`config.mk`:
```
export PLATFORM = sky130hd
export DESIGN_NAME = pc_fetch_unit
export DESIGN_NICKNAME = d
export VERILOG_FILES = /design/src/rtl/pc_fetch_unit.sv
export SDC_FILE = /design/constraint.sdc
export NUM_CORES = 1
export LEC_CHECK = 0
export BUFFER_PORTS_ARGS = -buffer_cell sky130_fd_sc_hd__buf_2
export CAP_MARGIN = 40
export CORE_MARGIN = 1
export CORE_UTILIZATION = 48
export CTS_CLUSTER_SIZE = 25
export DETAILED_ROUTE_END_ITERATION = 10
export GPL_TIMING_DRIVEN = 1
export PLACE_DENSITY = 0.84
export SYNTH_ARGS = -nofsm -noshare
export SYNTH_HDL_FRONTEND = slang
export SYNTH_SLANG_ARGS = --single-unit
```
`constraint.sdc`:
```
create_clock -name clk -period 4.65 [get_ports clk]
set_clock_uncertainty 0.05 [all_clocks]
set_input_delay 0.2325 -clock clk [delete_from_list [all_inputs] [get_ports clk]]
set_output_delay 0.2325 -clock clk [all_outputs]
set_load 0.05 [all_outputs]
```
`src/rtl/pc_fetch_unit.sv`:
```
// pc_fetch_unit: fetch-side initiator for the instruction memory.
// Holds the program counter and drives the word address into IM.
// Selects the next PC from four sources: sequential, beq-style branch,
// j/jal and jr. It also produces the jal link address and counts PC advances.
// An illegal fetch target puts the unit into a sticky halt. Only reset
// clears the halt.
//
// Ports:
//   clk        in   rising-edge clock
//   reset      in   synchronous, active-high
//   stall      in   hold PC, counter and error flag this cycle
//   npc_sel    in   2  next-PC source: 00 seq, 01 branch, 10 jump, 11 jr
//   br_taken   in   1  branch condition, used only with npc_sel=01
//   imm16      in   16 signed branch offset in words
//   imm26      in   26 jump index
//   jr_target  in   32 register value for jr
//   addr       out  32 current PC, registered
//   pc4        out  32 addr + 4
//   link_addr  out  32 jal return address (== pc4)
//   addr_err   out  1  sticky illegal-target flag (HALT state)
//   fetch_cnt  out  32 PC advances since reset, wraps modulo 2^32
module pc_fetch_unit #(
  parameter logic [31:0] RESET_PC = 32'h0000_3000,
  parameter int          IM_WORDS = 1024
) (
  input  logic        clk,
  input  logic        reset,
  input  logic        stall,
  input  logic [1:0]  npc_sel,
  input  logic        br_taken,
  input  logic [15:0] imm16,
  input  logic [25:0] imm26,
  input  logic [31:0] jr_target,
  output logic [31:0] addr,
  output logic [31:0] pc4,
  output logic [31:0] link_addr,
  output logic        addr_err,
  output logic [31:0] fetch_cnt
);

  typedef enum logic {RUN = 1'b0, HALT = 1'b1} state_t;

  // Window bounds carried at 33 bits, so RESET_PC + 4*IM_WORDS cannot wrap.
  localparam logic [32:0] WIN_LO = {1'b0, RESET_PC};
  localparam logic [32:0] WIN_HI = {1'b0, RESET_PC} + (33'(IM_WORDS) << 2);

  state_t      state_q, state_d;
  logic [31:0] pc_q, pc_d;
  logic [31:0] cnt_q, cnt_d;
  logic [31:0] npc;
  logic [31:0] br_off;
  logic        npc_legal;

  assign pc4       = pc_q + 32'd4;
  assign link_addr = pc4;
  assign addr      = pc_q;
  assign addr_err  = (state_q == HALT);
  assign fetch_cnt = cnt_q;

  // Word offset, sign-extended and scaled to bytes.
  assign br_off = {{14{imm16[15]}}, imm16, 2'b00};

  always_comb begin
    npc = pc4;
    unique case (npc_sel)
      2'b00: npc = pc4;
      2'b01: npc = br_taken ? pc4 + br_off : pc4;
      2'b10: npc = {pc_q[31:28], imm26, 2'b00};
      2'b11: npc = jr_target;
      default: npc = pc4;
    endcase
  end

  assign npc_legal = (npc[1:0] == 2'b00) &&
                     ({1'b0, npc} >= WIN_LO) &&
                     ({1'b0, npc} <  WIN_HI);

  always_comb begin
    state_d = state_q;
    pc_d    = pc_q;
    cnt_d   = cnt_q;
    // HALT freezes everything. Only reset leaves it.
    if (!stall && state_q == RUN) begin
      if (npc_legal) begin
        pc_d  = npc;
        cnt_d = cnt_q + 32'd1;
      end else begin
        state_d = HALT;
      end
    end
  end

  always_ff @(posedge clk) begin
    if (reset) begin
      state_q <= RUN;
      pc_q    <= RESET_PC;
      cnt_q   <= 32'd0;
    end else begin
      state_q <= state_d;
      pc_q    <= pc_d;
      cnt_q   <= cnt_d;
    end
  end

endmodule

```
=== Word level (Yosys, flattened, before mapping) ===
Cells that the tools add are included.

* Add/subtract/negate cells: 3
* Magnitude comparators: 2
* Eq/ne operators: 3
* Mux-type cells: 2
* Bitwise operators: 2
* Reduce and logical (&&, ||, !) cells: 8

{| class="wikitable"
|+ Operators by type and width
! kind !! number
|-
| 32-bit one-hot mux with 4 select lines || 1
|-
| 32-bit by 1-bit adder with 32-bit output, second input constant || 1
|-
| 32-bit by 3-bit adder with 32-bit output, second input constant || 1
|-
| 32-bit adder || 1
|-
| 32-bit by 14-bit greater-or-equal comparator with 1-bit output, second input constant || 1
|-
| 32-bit by 15-bit less-than comparator with 1-bit output, second input constant || 1
|-
| 32-bit two-way mux || 1
|-
| 2-bit == test, second input constant || 2
|-
| 2-bit zero test || 2
|-
| 2-bit AND reduction || 2
|-
| 1-bit logical AND || 3
|-
| 2-bit by 1-bit == test with 1-bit output, second input constant || 1
|-
| 1-bit NOT || 2
|-
| 1-bit zero test || 1
|}

* Register bits: 65
* Input port bits: 80
* Logic and storage cells: 23

=== Depth between registers and ports, before layout ===
* Depth in word-level cells: 9
* Gate-level depth with buffers: 20

=== Worst setup path before layout ===
No wires, ideal clock.

* Path type: flip-flop to flip-flop
* Start: register pc_q[2], in the netlist addr[2]
* End: register cnt_q[20], in the netlist fetch_cnt[20]
* Library setup time: 0.123 ns
* Arrival time: 5.983 ns
* Data required time: 4.477 ns
* Slack: -1.507 ns
* Stages on the path, launching flop included: 20
* Path buffers: 2
* Clock period less this slack: 6.157 ns
* Cell sequence: dfxtp_1 > ha_1 > nand4_1 > nor4_1 > nand3_1 > xnor2_1 > ha_1 > clkbuf_1 > a21oi_1 > o21ai_0 > a221oi_1 > nand2_1 > nor3_1 > nor4_1 > nor4_1 > nand4_4 > nor2_8 > buf_6 > nand4_1 > mux2_1

* Word-level cells in the longest chain between the ends: 8

{| class="wikitable"
|+ Ends and longest elaborated chain
! element !! line !! RTL
|-
| start, declared || 48 || <nowiki>logic [31:0] pc_q, pc_d;</nowiki>
|-
| start signal, assigned || 100 || <nowiki>pc_q <= pc_d;</nowiki>
|-
| 32-bit by 3-bit adder with 32-bit output (*) || 54 || <nowiki>assign pc4 = pc_q + 32'd4;</nowiki>
|-
| named net link_addr[26] || 36 || <nowiki>output logic [31:0] link_addr,</nowiki>
|-
| 32-bit adder || 67 || <nowiki>2'b01: npc = br_taken ? pc4 + br_off : pc4;</nowiki>
|-
| 32-bit two-way mux || 67 ||
|-
| 32-bit one-hot mux with 4 select lines (*) || 65 || <nowiki>unique case (npc_sel)</nowiki>
|-
| 32-bit by 14-bit greater-or-equal comparator with 1-bit output || 75 || <nowiki>({1'b0, npc} >= WIN_LO) &&</nowiki>
|-
| 1-bit logical AND || 74 || <nowiki>assign npc_legal = (npc[1:0] == 2'b00) &&</nowiki>
|-
| 1-bit logical AND (*) || 75 ||
|-
| 2-bit AND reduction (no line) (*) || n/a ||
|-
| end signal, assigned || 101 || <nowiki>cnt_q <= cnt_d;</nowiki>
|-
| end, declared || 49 || <nowiki>logic [31:0] cnt_q, cnt_d;</nowiki>
|}

The timed path passes the listed nets; every way through them passes the cells marked *.
A chain may end at the register's enable or synchronous reset.

=== Final worst setup path ===
* Start: register pc_q[3], in the netlist addr[3]
* End: register pc_q[4], in the netlist addr[4]

* Word-level cells in the longest chain between the ends: 8

{| class="wikitable"
|+ Ends and longest elaborated chain
! element !! line
|-
| 32-bit by 3-bit adder with 32-bit output (*) || 54
|-
| 32-bit adder || 67
|-
| 32-bit two-way mux || 67
|-
| 32-bit one-hot mux with 4 select lines (*) || 65
|-
| 32-bit by 14-bit greater-or-equal comparator with 1-bit output || 75
|-
| 1-bit logical AND || 74
|-
| 1-bit logical AND || 75
|-
| 2-bit AND reduction (no line) || n/a
|}

Every way passes the cells marked *; elsewhere a longest branch is shown, timed or not.

==> impl_metrics.toml <==
[floorplanning]
floorplan.die.height_um = 122
dieWidth_um = 122
row_count = 43
dieArea_um2 = 14900
start_util_pct = 49.5
core_um2 = 13900
io_pins = 209

[timing]
normalized_max_slew_margin_pct = 36.4
timing.final.max_slew_violations = 0
final.setup.tns_ns = -28.69
layout_min_cycle_time_ns = 5.22
hold_viol = 0
final.period_utilization_pct = 112
timing.final.ws_setup_ns = -0.574
setup_viol = 65
max_slew.worst_pin.slew_ns = 0.954
grt_setup_unrepaired = "true"
max_clock_freq_ghz = 0.191

[global_routing]
groute.usage.overall_pct = 43.9
antenna_found_initial = 1
wire_length_of_the_first_global_routing_pass_um = 49400
grt_max_degree = 50
via_count_of_the_first_global_routing_pass = 8951
global_route.overflow_total = 0

[placement]
placed_cells_incl_taps = 1443
numPortBuffers = 208
post-dp-hpwl_um = 23300
dp_worst_setup_slack_ns = -0.627
globalplace.congestion = 1.03

[clock_tree]
cts-root-to-sink-buffers = 2
cts_num_sinks = 65
tritoncts = "built"
htreeDepth = 3
cts.clk_slew.worst_paths_ns = 0.06
clk-insertion-delay-late_ns = 0.34
cts.root.buffer_cell = "clkbuf_16"
clock_buffers_created_by_tritoncts = 9

[routing]
number_of_iterations_in_the_first_detailed_routing_pass = 5
detail_route.vias_per_cell = 6.48
dr_total_vias = 9704
finalWirelength_um = 34800
drt.antenna.violating_nets = 0
drt_iter0_markers = 1287
per_cell_routed_wire_length_um = 23.2
drc = 0

[layout]
area_growth_syn_to_layout_pct = 63.3
postLayoutCoreUtil_pct = 80.9
total_nets_final = 1425
final_layout_size_suffix_gt1_share_pct = 50.2
post_layout_nonfiller_instances = 1498

[yosys]
synth_sequential_area_ratio_pct = 18.9
asyncSetResetFlopFracSynth_pct = 0
syn-instance-count = 942
yosys-top-cells-area = "dfxtp_1, nor2_1, ha_1"
syn_area_per_cell_um2 = 7.32
synthMostInstantiatedCell = "nor2_1"
synth_cell_types = 75
post-synth-top-area-cell = "dfxtp_1"
syn_area_um2 = 6900
flops_latches_synth = 65
synth_top_area_share_pct = 18.9
synth.yosys.warnings = 0
postSynthNetCount = 1055
synth-edff-count = 0
synthFlopType = "dfxtp_1"
netlist_top_cells_count = "nor2_1, nand2_1, dfxtp_1"

[critical_path]
timing.critical_path.from_type = "register"
worstPathArrival_ns = 5.39
crit_fanout = 13
worstSetupEndpointType = "register"
worstPathRequired_ns = 4.82
criticalPathCategory = "register to register"

[status]
failing_checks = "setup timing"
outcome = "finished with violations"

[run]
maxCapViolCount = 0

[hold_path]
hp-class = "primary input to register"

[power_and_ir_drop]
max-vdd-ir-drop_uv = 279
power.density_nw_per_um2 = 144
static-leakage-power_uw = 0.00530
[through the flow]
stage | power [uW] | hold WS (ns) | area, um2
final | 1620 | 0.237 | 11300
after floorplan | 745 | 0.387 | 7560
after global placement | 886 | 0.441 | 9840
after CTS | 1580 | 0.197 | 11000
after global routing | 1670 | 0.237 | 11300
after detailed placement | 890 | 0.444 | 9840
[placed cells by master, fill, tap and decap left out, types with 22 or more instances in the layout]
| cell | count |
|---|---|
| nand4_1 | 26 |
| a21oi_1 | 47 |
| buf_2 | 208 |
| nor2_1 | 101 |
| inv_1 | 23 |
| nand2_1 | 74 |
| and3_1 | 22 |
| nor2b_1 | 24 |
| mux2i_1 | 22 |
| o21ai_0 | 42 |
| buf_4 | 215 |
| dfxtp_1 | 44 |
[repair_timing]
| item | 4_1_cts | 5_1_grt |
|---|---|---|
| endpoints found under the setup margin | 65 | 65 |
| pin swaps | 64 | 29 |
| gates resized for setup | 111 | 50 |
| hold buffers | 0 | 0 |
| buffers inserted | 31 | 9 |
| gates cloned | 2 | 0 |
[where the power goes]
part / internal (uW) / switching (uW)
logic: 162 / 221
registers: 549 / 1.29
clock network: 414 / 273
[state kept, by name, indices dropped and copies added (netlist names)]
register	flops
addr	32
fetch_cnt	32
addr_err	1
[routing by layer]
metal  GRT usage (%)  vias to the layer above  part of all wire, %
li1                -                     4155                    -
met1            54.6                     4575                   37
met2            69.8                      740                   44
met3            9.41                      232                   11
met4            25.5                        2                  7.4
met5               0                        -                0.086
[logic make-up after synthesis]
group / Yosys count / synth area share [%]
AO/OA/AOI/OAI: 216 / 20.4
multiplexers: 51 / 8.74
AND/OR/NAND/NOR: 416 / 31.5
adder cells (fa/ha/maj): 33 / 6.09
XOR/XNOR: 48 / 6.09
flip-flops: 65 / 18.9
buffers and inverters: 113 / 8.33
[worst paths after layout]
kind	start	cells past startpoint	to	slack [ns]
worst max-delay path	addr[3]$_SDFFE_PP0P_	22	addr[4]$_SDFFE_PP0P_	-0.57
worst min-delay path	stall	3	addr_err$_SDFFE_PP0P_	0.24
worst max register to register	addr[3]$_SDFFE_PP0P_	22	addr[4]$_SDFFE_PP0P_	-0.57
worst min register to register	addr[25]$_SDFFE_PP0P_	1	addr[25]$_SDFFE_PP0P_	0.51
[cell type report]
class / instances / area (um2)
Antenna cell: 1 / 2.50
Clock buffer: 9 / 225
Clock inverter: 7 / 71.3
Fill cell: 869 / 2670
Inverter: 24 / 90.1
Multi-Input combinational cell: 766 / 6330
Sequential cell: 65 / 1370
Tap cell: 180 / 225
Timing Repair Buffer: 446 / 2960
[critical path, stage by stage, from the launching register on]
cell      delay (ns)
dfxtp_4         0.36
ha_4            0.13
nand4_1         0.12
buf_4           0.18
nor4_4          0.39
buf_4           0.21
and2_4          0.17
nand3_4         0.11
xnor2_4         0.27
ha_4            0.25
a21oi_4         0.15
o21bai_2        0.12
a221oi_4        0.48
nand4_1         0.24
o311ai_4        0.18
nor4_4          0.12
nor4_4          0.42
nand4_4         0.23
nor2_8          0.26
buf_4           0.17
buf_12          0.14
mux2i_1         0.26
nor2_1          0.08
No activity file was read; power rests on OpenSTA's default activity.
